--- config.mk ---
export PLATFORM = sky130hd
export DESIGN_NAME = uart_tx_scheduler_flat
export DESIGN_NICKNAME = d
export VERILOG_FILES = /design/src/rtl/uart_tx_scheduler_if.sv /design/src/rtl/uart_tx_scheduler.sv /design/src/flat_wrapper.sv
export SDC_FILE = /design/constraint.sdc
export NUM_CORES = 1
export LEC_CHECK = 0
export ABC_AREA = 1
export ABC_CLOCK_PERIOD_IN_PS = 4850
export CORE_MARGIN = 1
export CORE_UTILIZATION = 52
export DETAILED_ROUTE_END_ITERATION = 10
export PLACE_DENSITY = 0.91
export SYNTH_ARGS = -nofsm -noshare
export SYNTH_HDL_FRONTEND = slang
export SYNTH_SLANG_ARGS = --single-unit
--- constraint.sdc ---
create_clock -name clk -period 4.85 [get_ports clk]
set_input_delay 0.7275 -clock clk [delete_from_list [all_inputs] [get_ports clk]]
set_output_delay 0.7275 -clock clk [all_outputs]
set_load 0.05 [all_outputs]
--- src/rtl/uart_tx_scheduler_if.sv ---
// Request/UART handshake bundle for uart_tx_scheduler.
// master = scheduler side, slave = requesters plus UART.
interface uart_tx_scheduler_if #(
    parameter int unsigned N_REQ     = 3,
    parameter int unsigned MAX_BYTES = 4
);
    localparam int unsigned LEN_W = 3;
    localparam int unsigned MSG_W = 8 * MAX_BYTES;

    logic [N_REQ-1:0]       req_valid;
    logic [LEN_W*N_REQ-1:0] req_len;
    logic [MSG_W*N_REQ-1:0] req_data;
    logic [N_REQ-1:0]       req_gnt;
    logic [N_REQ-1:0]       req_done;
    logic [7:0]             tx_data;
    logic                   tx_start;
    logic                   tx_busy;

    modport master (
        input  req_valid, req_len, req_data, tx_busy,
        output req_gnt, req_done, tx_data, tx_start
    );

    modport slave (
        output req_valid, req_len, req_data, tx_busy,
        input  req_gnt, req_done, tx_data, tx_start
    );
endinterface

--- src/rtl/uart_tx_scheduler.sv ---
// Round-robin arbiter that shares one UART transmitter among N_REQ message
// sources, serialising each granted 1..MAX_BYTES message MSB byte first.
module uart_tx_scheduler #(
    parameter int unsigned N_REQ     = 3,
    parameter int unsigned MAX_BYTES = 4
) (
    input  logic                 clk,
    input  logic                 rst,
    uart_tx_scheduler_if.master  bus,
    output logic                 sched_busy,
    output logic [2:0]           grant_id,
    output logic [15:0]          frames_sent
);
    localparam int unsigned MSG_W = 8 * MAX_BYTES;
    localparam int unsigned LEN_W = 3;
    localparam int unsigned ID_W  = 3;
    localparam int unsigned CNT_W = $clog2(MAX_BYTES + 1);

    typedef enum logic [1:0] {S_IDLE, S_LOAD, S_ACK, S_DRAIN} state_t;

    state_t           state;
    logic [ID_W-1:0]  last;
    logic [MSG_W-1:0] shift;
    logic [CNT_W-1:0] remaining;

    logic             pick_valid;
    logic [ID_W-1:0]  pick;
    logic [MSG_W-1:0] pick_data;
    logic [LEN_W-1:0] pick_len;
    logic [CNT_W-1:0] pick_cnt;
    int               idx;

    // Round-robin pick: scan last+1 .. last+N_REQ; nearest pending requester wins.
    always_comb begin
        pick_valid = 1'b0;
        pick       = '0;
        pick_data  = '0;
        pick_len   = '0;
        idx        = 0;
        for (int k = int'(N_REQ); k >= 1; k--) begin
            idx = int'(last) + k;
            if (idx >= int'(N_REQ)) idx = idx - int'(N_REQ);
            for (int i = 0; i < int'(N_REQ); i++) begin
                if (i == idx && bus.req_valid[i]) begin
                    pick_valid = 1'b1;
                    pick       = ID_W'(i);
                    pick_data  = bus.req_data[i*MSG_W +: MSG_W];
                    pick_len   = bus.req_len[i*LEN_W +: LEN_W];
                end
            end
        end
        if (int'(pick_len) > int'(MAX_BYTES)) pick_cnt = CNT_W'(MAX_BYTES);
        else                                  pick_cnt = CNT_W'(pick_len);
    end

    always_ff @(posedge clk) begin
        if (rst) begin
            state        <= S_IDLE;
            last         <= ID_W'(N_REQ - 1);
            shift        <= '0;
            remaining    <= '0;
            bus.req_gnt  <= '0;
            bus.req_done <= '0;
            bus.tx_data  <= '0;
            bus.tx_start <= 1'b0;
            sched_busy   <= 1'b0;
            grant_id     <= '0;
            frames_sent  <= '0;
        end else begin
            bus.req_gnt  <= '0;
            bus.req_done <= '0;
            bus.tx_start <= 1'b0;
            unique case (state)
                S_IDLE: begin
                    if (pick_valid) begin
                        bus.req_gnt <= N_REQ'(1) << pick;
                        grant_id    <= pick;
                        last        <= pick;
                        shift       <= pick_data;
                        remaining   <= pick_cnt;
                        sched_busy  <= 1'b1;
                        state       <= S_LOAD;
                    end
                end
                S_LOAD: begin
                    // Only a zero-length message reaches LOAD with nothing left.
                    if (remaining == '0) begin
                        bus.req_done <= N_REQ'(1) << grant_id;
                        sched_busy   <= 1'b0;
                        state        <= S_IDLE;
                    end else begin
                        bus.tx_data  <= shift[MSG_W-1 -: 8];
                        bus.tx_start <= 1'b1;
                        shift        <= shift << 8;
                        remaining    <= remaining - CNT_W'(1);
                        state        <= S_ACK;
                    end
                end
                S_ACK: begin
                    // UART busy is not yet visible here.
                    state <= S_DRAIN;
                end
                S_DRAIN: begin
                    if (!bus.tx_busy) begin
                        if (remaining != '0) begin
                            state <= S_LOAD;
                        end else begin
                            bus.req_done <= N_REQ'(1) << grant_id;
                            frames_sent  <= frames_sent + 16'd1;
                            sched_busy   <= 1'b0;
                            state        <= S_IDLE;
                        end
                    end
                end
                default: state <= S_IDLE;
            endcase
        end
    end
endmodule

--- src/flat_wrapper.sv ---
// flat-port wrapper written by rule: the top's interface ports become plain ports
module uart_tx_scheduler_flat 
#(
    parameter int unsigned N_REQ     = 3,
    parameter int unsigned MAX_BYTES = 4
)
  (clk, rst, sched_busy, grant_id, frames_sent, bus_req_valid, bus_req_len, bus_req_data, bus_tx_busy, bus_req_gnt, bus_req_done, bus_tx_data, bus_tx_start);
  uart_tx_scheduler_if #(.N_REQ(N_REQ), .MAX_BYTES(MAX_BYTES)) bus_i ();
  input  logic clk;
  input  logic rst;
  output logic sched_busy;
  output logic [2:0] grant_id;
  output logic [15:0] frames_sent;
  input wire logic [$bits(bus_i.req_valid)-1:0] bus_req_valid;
  input wire logic [$bits(bus_i.req_len)-1:0] bus_req_len;
  input wire logic [$bits(bus_i.req_data)-1:0] bus_req_data;
  input wire logic [$bits(bus_i.tx_busy)-1:0] bus_tx_busy;
  output wire logic [$bits(bus_i.req_gnt)-1:0] bus_req_gnt;
  output wire logic [$bits(bus_i.req_done)-1:0] bus_req_done;
  output wire logic [$bits(bus_i.tx_data)-1:0] bus_tx_data;
  output wire logic [$bits(bus_i.tx_start)-1:0] bus_tx_start;
  assign bus_i.req_valid = bus_req_valid;
  assign bus_i.req_len = bus_req_len;
  assign bus_i.req_data = bus_req_data;
  assign bus_i.tx_busy = bus_tx_busy;
  assign bus_req_gnt = bus_i.req_gnt;
  assign bus_req_done = bus_i.req_done;
  assign bus_tx_data = bus_i.tx_data;
  assign bus_tx_start = bus_i.tx_start;
  uart_tx_scheduler #(.N_REQ(N_REQ), .MAX_BYTES(MAX_BYTES)) u_core (.clk(clk), .rst(rst), .bus(bus_i), .sched_busy(sched_busy), .grant_id(grant_id), .frames_sent(frames_sent));
endmodule
==> run metrics, run 1 <==
status complete, but fails checks; failing checks design-rule violations; Via density roughly 5.6; area leader, netlist dfxtp_1; Max VDD drop 381.7 uV; FF-to-FF setup slack approximately 1400 ps; most used cell, CP nand2_1; row count 34; GRT Total Usage 31.33%; Hold Path Origin u_core.shift[2]; TritonCTS Sinks just over 70; area delta synth->final 33.75%; WP buf/inv 4; worst-path fanout max 33; DRC violation count after routing 16; most common cell in the netlist nand2_1; layout cells sized above 1 4.835%; Initial Util between 50% and 60%; min Tclk post-route 3494 ps; Min-Delay Path Class reg2reg; Crit-path slowest cell nand2_1; WL/cell around 15 um; Final Hold Viols 0; synthesized cell area 4771 sq um; worst rel slew slack 34.90%; Post-synth top flop dfxtp_1; RePlAce Congestion 0.9837; kind of start point of the critical path input port; biggest cell delay along the critical path 630 ps; drt pass-1 iters 8; Logic pwr share between 60% and 70%; maxcap violations 0; ranking of synthesized cells by area dfxtp_1 30%, nand2_1 14%, a21oi_1 14%, o21ai_0 11%, nor2_1 6.5%; CP cell instances clkdlybuf4s50_1, nand2_1, nand2_1, inv_1, nand2_2, inv_2, nand2_1, nand2_2, nand2_1, inv_2, a21oi_1, a21oi_1; number of cells on the worst hold path 2; Tcrit/Tclk final roughly 70%; FF+latch count, synth a little over 70; # setup viols final 0; CTS max path bufs 2; initial antenna violation count 0; hold slack final around 470 ps; # nets final between 1000 and 1500; Synth cell types 36; setup TNS 0 ps; power share of the sequential group 22.5%; Die Area 9562 sq um; DRT iter0 DRCs 420; Slew Viols, Final 0; Worst EP arrival 3730 ps; first-pass GRT wire length about 25000 um; CTS Buf Count 9; P_leak 2.735 nW; worst setup path class in2reg; Worst setup EP type flip-flop; Setup crit start bus_req_valid[2]; vias in the first global route 5288; Syn Nets 908; worst skew pair latency between 300 and 400 ps; vias 5750; Die Ht between 90 and 100 um; diode count 0; Gate Count Post-Synth 791; CTS tree built; Post-CTS Setup Bufs 0; Async SR Flop Fraction 0%; Finished Cell Area about 6400 sq um; I/O pin total approximately 150; Worst-path clk slew roughly 70 ps; final wirelength 14900 um; Post-Syn Area per Cell 6.031 sq um; Fmax 0.2862 GHz; unrepaired setup endpoints after global routing no; FILL cells 743; Ys Warns 0; Hold EP u_core.shift[2]; post-CTS sizing 0; Crit. path cell count 12; area of the core between 8000 and 9000 sq um; Clock Power Share 12.9%; PD cells 607.9 nW/um^2; Switching Share 52.21%; post-DP HPWL 10820 um; largest net degree at the start of global routing 46; GR Overflow Total 0; reg-to-reg startpoint u_core.grant_id[0]; Routed Antenna Nets 0; Post-synth EDFFs 0; CTS root buf clkbuf_8; Reg2Reg Depth 13; Critical Path RT 5080 ps; Psw roughly 2.0 mW; Die Wd between 90 and 100 um; Cell Int Power 1.854 mW; share of the yosys chip area belonging to registers 30.21%; worst r2r dst u_core.shift[0]; worst clock skew 10.91 ps; Area after DPL 6165 sq um; post-synth top area share 30.21%; critical path's top delay family simple AND/OR/NAND/NOR gates; commonest cells in the netlist 178 x nand2_1, 133 x a21oi_1, 104 x o21ai_0, 83 x nor2_1, 80 x inv_1; Worst Max-Slew Pin Slew about 970 ps; Port Buffers 144; H-tree Lvls 3; CTS Hold Buffers Added 0
-- metrics by stage --
| stage | cells | setup slack [ps] | utilization (%) | power, mW |
|---|---|---|---|---|
| 2_1_floorplan | 791 | 2841 | - | 2.761 |
| 6_report | 1018 | 1356 | 72.46 | 3.879 |
| 3_5_place_dp | 1002 | 1124 | 70.01 | 3.320 |
| 4_1_cts | 1018 | 1454 | 72.46 | 3.832 |
| 5_1_grt | 1018 | 1034 | 72.46 | 4.209 |
| 3_3_place_gp | 1002 | 1167 | 70.01 | 3.291 |
-- kinds of logic after synthesis --
family,share of synthesized area [%]
AND/OR/NAND/NOR,27.83
other,0.07860
AO/OA/AOI/OAI,28.51
adder cells (fa/ha/maj),1.574
buffers and inverters,11.07
flip-flops,30.21
XOR/XNOR,0.7345
-- routing by layer --
metal	share of wire, %	wire [um]	up-vias	track usage [%]
met1	41	6112	2520	40.10
li1	-	-	2824	-
met2	46	6837	331	51.17
met4	5.0	744	0	15.85
met5	0	0	-	0
met3	8.1	1208	75	5.154
-- registers in the layout, indices dropped and copies added, names as in the netlist, named ones only --
signal               cells
u_core.shift            32
u_core.frames_sent      16
u_core.bus.tx_data       8
u_core.bus.req_done      3
u_core.bus.req_gnt       3
u_core.remaining         3
u_core.grant_id          2
u_core.bus.tx_start      1
u_core.last              1
u_core.sched_busy        1
u_core.state             1
-- worst max path at each step --
stage | to | slack [ps]
finish | u_core.shift[13] | 1360
global route | u_core.shift[0] | 1030
CTS | u_core.shift[0] | 1450
detailed placement | u_core.shift[19] | 1120
global placement | u_core.shift[19] | 1170
floorplan | u_core.remaining[2] | 2840
-- worst reg2reg max path: cells and delay by family, from the launching register on --
kind	cells	cell delay, ps
adders and majority gates	1	270
DFF	1	420
buffers and inverters	4	1160
and+or+nand+nor	7	1340
AOI/OAI and AO/OA	1	170
-- power groups by stage --
stage / Sequential [mW] / Combinational (mW) / Clock [mW]
3_3_place_gp: 0.880 / 2.41 / 0
5_1_grt: 0.886 / 2.79 / 0.536
6_report: 0.871 / 2.51 / 0.499
4_1_cts: 0.868 / 2.46 / 0.508
3_5_place_dp: 0.878 / 2.44 / 0
2_1_floorplan: 1.00 / 1.76 / 0
-- final cells by class --
type                    instances  area [sq um]  area share [%]
multi-input cells             589          2801           43.90
repair buffers                147          1464           22.94
flip-flops and latches         72          1441           22.59
inverters                      86         322.8           5.059
clock buffers                  12         165.2           2.588
well taps                     108         135.1           2.118
clock inverters                 4         51.30          0.8039
-- cell usage in the layout (no fill, tap or decap), types with 2 or more instances in the layout --
cell type / count
nand2_1: 178
clkdlybuf4s50_1: 144
a21oi_1: 133
o21ai_0: 104
nor2_1: 83
inv_1: 80
dfxtp_1: 72
nand3_1: 27
o211ai_1: 14
clkbuf_8: 12
nor3_1: 9
nand2_2: 6
inv_2: 6
ha_1: 6
nor2_4: 4
or2_2: 4
o22ai_1: 3
buf_4: 3
nor4_1: 2
xnor2_1: 2
xor2_1: 2
Power figures use the tool's default switching activity.
==> inputs of run 2 (changes only) <==
--- a/config.mk
+++ b/config.mk
@@ -6,11 +6,11 @@
 export NUM_CORES = 1
 export LEC_CHECK = 0
 export ABC_AREA = 1
-export ABC_CLOCK_PERIOD_IN_PS = 4850
+export ABC_CLOCK_PERIOD_IN_PS = 3100
 export CORE_MARGIN = 1
-export CORE_UTILIZATION = 52
+export CORE_UTILIZATION = 43
 export DETAILED_ROUTE_END_ITERATION = 10
-export PLACE_DENSITY = 0.91
+export PLACE_DENSITY = 0.8
 export SYNTH_ARGS = -nofsm -noshare
 export SYNTH_HDL_FRONTEND = slang
 export SYNTH_SLANG_ARGS = --single-unit
==> constraint.sdc (replaced) <==
create_clock -name clk -period 3.1 [get_ports clk]
set_input_delay 0.465 -clock clk [delete_from_list [all_inputs] [get_ports clk]]
set_output_delay 0.465 -clock clk [all_outputs]
set_load 0.05 [all_outputs]
==> run metrics, run 2 (same netlist as run 1, synthesis figures left out) <==
status complete, but fails checks; failing checks design-rule violations; worst setup path class reg2reg; PD cells roughly 950 nW/um^2; CTS max path bufs 2; DRC violation count after routing 1; Fmax 0.3737 GHz; Logic pwr share 65.3%; FF-to-FF setup slack 420 ps; Reg2Reg Depth 13; H-tree Lvls 3; worst rel slew slack a little over three fifths; maxcap violations 0; unrepaired setup endpoints after global routing no; commonest non-fill, non-tap cell in the layout nand2_1; worst clock skew 11.58 ps; CTS Hold Buffers Added 0; CTS root buf clkbuf_8; area delta synth->final 36.51%; register with the highest flop count u_core.shift; final wirelength 14650 um; Slew Viols, Final 0; Critical Path RT 3380 ps; RePlAce Congestion a little under 0.9; power share of the sequential group between 20% and 30%; Hold EP u_core.bus.req_done[0]; min Tclk post-route between 2000 and 3000 ps; worst r2r dst u_core.shift[23]; Cell Int Power about 3.0 mW; TritonCTS Sinks 72; biggest regs u_core.shift x32, u_core.frames_sent x16, u_core.bus.tx_data x8; setup TNS 0 ps; DRT iter0 DRCs ~480; worst-path fanout max 33; GR Overflow Total 0; Area after DPL roughly 6300 sq um; layout cells sized above 1 6.176%; kind of start point of the critical path flip-flop; Worst-path clk slew 90 ps; Post-CTS Setup Bufs 0; Hold Path Origin u_core.grant_id[1]; Die Ht around 110 um; WL/cell 13.78 um; Clock Power Share 12.7%; row count 38; Max VDD drop approximately 610 uV; Initial Util ~44%; I/O pin total 146; Tcrit/Tclk final 86.33%; Worst setup EP type flip-flop; vias about 5600; Finished Cell Area about 6500 sq um; Worst Max-Slew Pin Slew about 550 ps; CTS Buf Count 9; # setup viols final 0; most frequent cells in the layout 178 x nand2_1, 144 x clkdlybuf4s50_1, 133 x a21oi_1, 104 x o21ai_0, 83 x nor2_1; CTS tree built; Routed Antenna Nets 0; Die Area 11520 sq um; P_leak 2.793 nW; Via density 5.262; initial antenna violation count 0; reg-to-reg startpoint u_core.grant_id[0]; # nets final 1035; Min-Delay Path Class reg2reg; vias in the first global route 5064; area of the core between 10000 and 15000 sq um; Switching Share 51.86%; Worst EP arrival 2950 ps; first-pass GRT wire length 23510 um; diode count 0; Port Buffers about 140; Psw 3.198 mW; number of cells on the worst hold path 1; Die Wd 107.3 um; GRT Total Usage 25.35%; drt pass-1 iters 8; post-DP HPWL 10640 um; post-CTS sizing 0; largest net degree at the start of global routing 36; worst skew pair latency 350 ps; Final Hold Viols 0; max reg flops 32
run 2: cell count changes in the layout (fill, tap and decap cells not counted):
cell      previous run  this run
buf_4                3        16
clkbuf_8            12        10
clkinv_2             1         0
clkinv_4             1         0
inv_6                0         4
run 2: how the worst max path moves through the flow:
stage	to	from
final	u_core.shift[23]	u_core.grant_id[0]
after floorplan	u_core.remaining[2]	u_core.grant_id[0]
after global routing	u_core.shift[17]	u_core.grant_id[0]
after global placement	u_core.shift[2]	bus_req_valid[2]
after CTS	u_core.shift[20]	u_core.grant_id[0]
after detailed placement	u_core.shift[1]	bus_req_valid[2]
run 2: cell type report:
cell class / count / area (sq um)
inverters: 86 / 322.8
well taps: 140 / 175.2
clock buffers: 10 / 137.6
clock inverters: 6 / 72.57
repair buffers: 160 / 1562
flip-flops and latches: 72 / 1441
fillers: 1041 / 4328
multi-input cells: 589 / 2801
run 2: worst max-delay path, cell delays in order, from the launching register on:
cell     delay, ps
dfxtp_1        410
inv_1          120
ha_1           260
nand2_1        120
nand2_1         70
inv_1           60
nand2_2        200
inv_2          280
nand2_1        100
nand2_2        160
nand2_1        110
inv_2          410
a21oi_1        110
a21oi_1        170
run 2: power by group through the flow:
stage / combinational (mW) / sequential (mW) / clock, mW
6_report: 4.03 / 1.35 / 0.785
3_3_place_gp: 3.92 / 1.38 / 0
2_1_floorplan: 2.75 / 1.57 / 0
3_5_place_dp: 3.97 / 1.37 / 0
5_1_grt: 4.52 / 1.38 / 0.839
4_1_cts: 3.99 / 1.35 / 0.799
run 2: per-layer routing:
layer	global-route usage, %	up-vias	part of all wire, %
met5	0	-	0
met4	9.100	0	2.2
met3	4.298	25	7.0
met2	41.89	237	46
met1	33.17	2477	45
li1	-	2854	-
run 2: stage by stage:
step	total power [mW]	cells	worst slack, ps	hold slack (ps)	utilization, %
floorplan	4.320	791	1091	444.0	-
global placement	5.294	1047	412.0	454.5	58.14
detailed placement	5.333	1047	320.6	455.1	58.14
CTS	6.137	1063	461.6	475.2	60.08
global route	6.738	1063	114.2	496.3	60.08
finish	6.167	1063	423.8	469.0	60.08
==> inputs of run 3 (changes only) <==
--- a/config.mk
+++ b/config.mk
@@ -6,7 +6,7 @@
 export NUM_CORES = 1
 export LEC_CHECK = 0
 export ABC_AREA = 1
-export ABC_CLOCK_PERIOD_IN_PS = 3100
+export ABC_CLOCK_PERIOD_IN_PS = 2200
 export CORE_MARGIN = 1
 export CORE_UTILIZATION = 43
 export DETAILED_ROUTE_END_ITERATION = 10
==> constraint.sdc (replaced) <==
create_clock -name clk -period 2.2 [get_ports clk]
set_input_delay 0.33 -clock clk [delete_from_list [all_inputs] [get_ports clk]]
set_output_delay 0.33 -clock clk [all_outputs]
set_load 0.05 [all_outputs]
==> run metrics, run 3 (same netlist as run 1, synthesis figures left out) <==
Slew Viols, Final 0; reg-to-reg startpoint u_core.grant_id[0]; worst skew pair latency 350 ps; worst rel slew slack 63.00%; Worst Max-Slew Pin Slew 550.0 ps; most frequent cells in the layout 176 x nand2_1, 144 x clkdlybuf4s50_1, 133 x a21oi_1, 100 x o21ai_0, 81 x nor2_1; Via density 5.267; Crit-path slowest cell dfxtp_1; status complete, but fails checks; RePlAce Congestion 0.9268; most used cell, CP nand2_1; unrepaired setup endpoints after global routing no; Fmax 0.4997 GHz; Finished Cell Area 6787 sq um; # nets final 1052; DRC violation count after routing 1; CTS Buf Count 9; register with the highest flop count u_core.shift; Tcrit/Tclk final 90.96%; commonest non-fill, non-tap cell in the layout nand2_1; diode count 0; DP Worst Slack 22.46 ps; drt pass-1 iters 8; biggest regs u_core.shift x32, u_core.frames_sent x16, u_core.bus.tx_data x8; I/O pin total 146; Setup crit start u_core.grant_id[0]; area delta synth->final 42.25%; row count 38; CP cell instances buf_4, ha_1, nand2_1, inv_1, nor2_2, nand2_1, nand2_1, nand2_1, buf_12, nor2_1, o21ai_1, nand2_1, nor2_1, nor2_1, nor2_1; worst r2r dst u_core.remaining[0]; # setup viols final 0; Max VDD drop between 1000 and 1500 uV; CTS Hold Buffers Added 0; worst setup path class reg2reg; final worst slack roughly 200 ps; DRT iter0 DRCs 453; end of the critical path u_core.remaining[0]; maxcap violations 0; Worst-path clk slew about 80 ps; post-DP HPWL 11160 um; min Tclk post-route 2001 ps; layout cells sized above 1 8.936%; Worst EP arrival between 2000 and 2500 ps; Reg2Reg Depth 15; final wirelength 15110 um; hold slack final 465.6 ps; kind of start point of the critical path flip-flop; CTS root buf clkbuf_8; area of the core around 11000 sq um; Routed Antenna Nets 0; Initial Util around 44%; WL/cell about 14 um; CTS max path bufs 2; vias 5688; Area after DPL roughly 6500 sq um; GR Overflow Total 0; worst clock skew 5.634 ps; initial antenna violation count 0; Post-CTS Setup Bufs 0; Worst setup EP type flip-flop; met2 Usage GRT 41.66%; Min-Delay Path Class reg2reg; Die Ht 107.3 um; Die Area 11520 sq um; max reg flops 32; vias in the first global route 5318; H-tree Lvls 3; worst-path fanout max 14; Final Hold Viols 0; P_leak approximately 3 nW; largest net degree at the start of global routing 36; Critical Path RT 2450 ps; first-pass GRT wire length 24430 um; Port Buffers 144; biggest cell delay along the critical path approximately 320 ps; GRT Total Usage 26.85%; busiest grt layer met2; FF-to-FF setup slack 200 ps; failing checks design-rule violations; GR Util met3 5.448%; CTS tree built; M1 GR Usage between 30% and 40%; setup TNS 0 ps; TritonCTS Sinks 72; Die Wd 107.3 um; PD cells 1396 nW/um^2
## run 3: changes by cell type in the layout (fill, tap and decap cells not counted), sizes merged
cell      change
buf          +17
bufinv        +2
clkbuf        -1
clkinv        +1
clkinvlp      +1
inv           -3
## run 3: per-stage QoR
step / total power [mW] / util (%) / std cells
2_1_floorplan: 6.088 / - / 791
3_3_place_gp: 7.934 / 60.01 / 1064
3_5_place_dp: 8.005 / 60.01 / 1064
4_1_cts: 9.320 / 62.25 / 1080
5_1_grt: 10.32 / 62.60 / 1080
6_report: 9.472 / 62.60 / 1080
## run 3: repair_timing
action | CTS | global route
endpoints found under the setup margin | 0 | 14
hold endpoints to repair | 0 | 0
resized for setup | 0 | 18
## run 3: critical path, delay by kind of cell (launching register included)
| family | cells | cell delay, ps |
|---|---|---|
| AND/OR/NAND/NOR | 10 | 870 |
| adder cells (fa/ha/maj) | 1 | 230 |
| buffers and inverters | 3 | 390 |
| flip-flops | 1 | 320 |
| AO/OA/AOI/OAI | 1 | 80 |
## run 3: worst min path at each step
| stage | cells past startpoint | end | slack (ps) | startpoint |
|---|---|---|---|---|
| floorplan | 2 | u_core.shift[0] | 440 | u_core.shift[0] |
| global placement | 1 | u_core.bus.req_done[0] | 450 | u_core.grant_id[1] |
| detailed placement | 1 | u_core.bus.req_done[0] | 440 | u_core.grant_id[1] |
| CTS | 1 | u_core.bus.req_done[0] | 460 | u_core.grant_id[1] |
| global route | 1 | u_core.bus.req_done[0] | 490 | u_core.grant_id[1] |
| finish | 1 | u_core.bus.req_done[0] | 470 | u_core.grant_id[1] |
## run 3: cell type report
class / count / area (sq um)
Tap cell: 140 / 175.2
Fill cell: 1025 / 4054
Multi-Input combinational cell: 589 / 2831
Timing Repair Buffer: 177 / 1772
Clock inverter: 7 / 118.9
Inverter: 86 / 322.8
Clock buffer: 9 / 123.9
Sequential cell: 72 / 1443
## run 3: power by group
| group | switching, mW | internal, mW | total (mW) |
|---|---|---|---|
| logic | 3.95 | 2.35 | 6.30 |
| registers | 0.217 | 1.70 | 1.92 |
| clock network | 0.506 | 0.754 | 1.26 |
## run 3: layer usage
| metal | vias up | part of all wire, % |
|---|---|---|
| li1 | 2885 | - |
| met1 | 2509 | 44 |
| met2 | 230 | 44 |
| met3 | 64 | 6.3 |
| met4 | 0 | 6.3 |
| met5 | - | 0 |
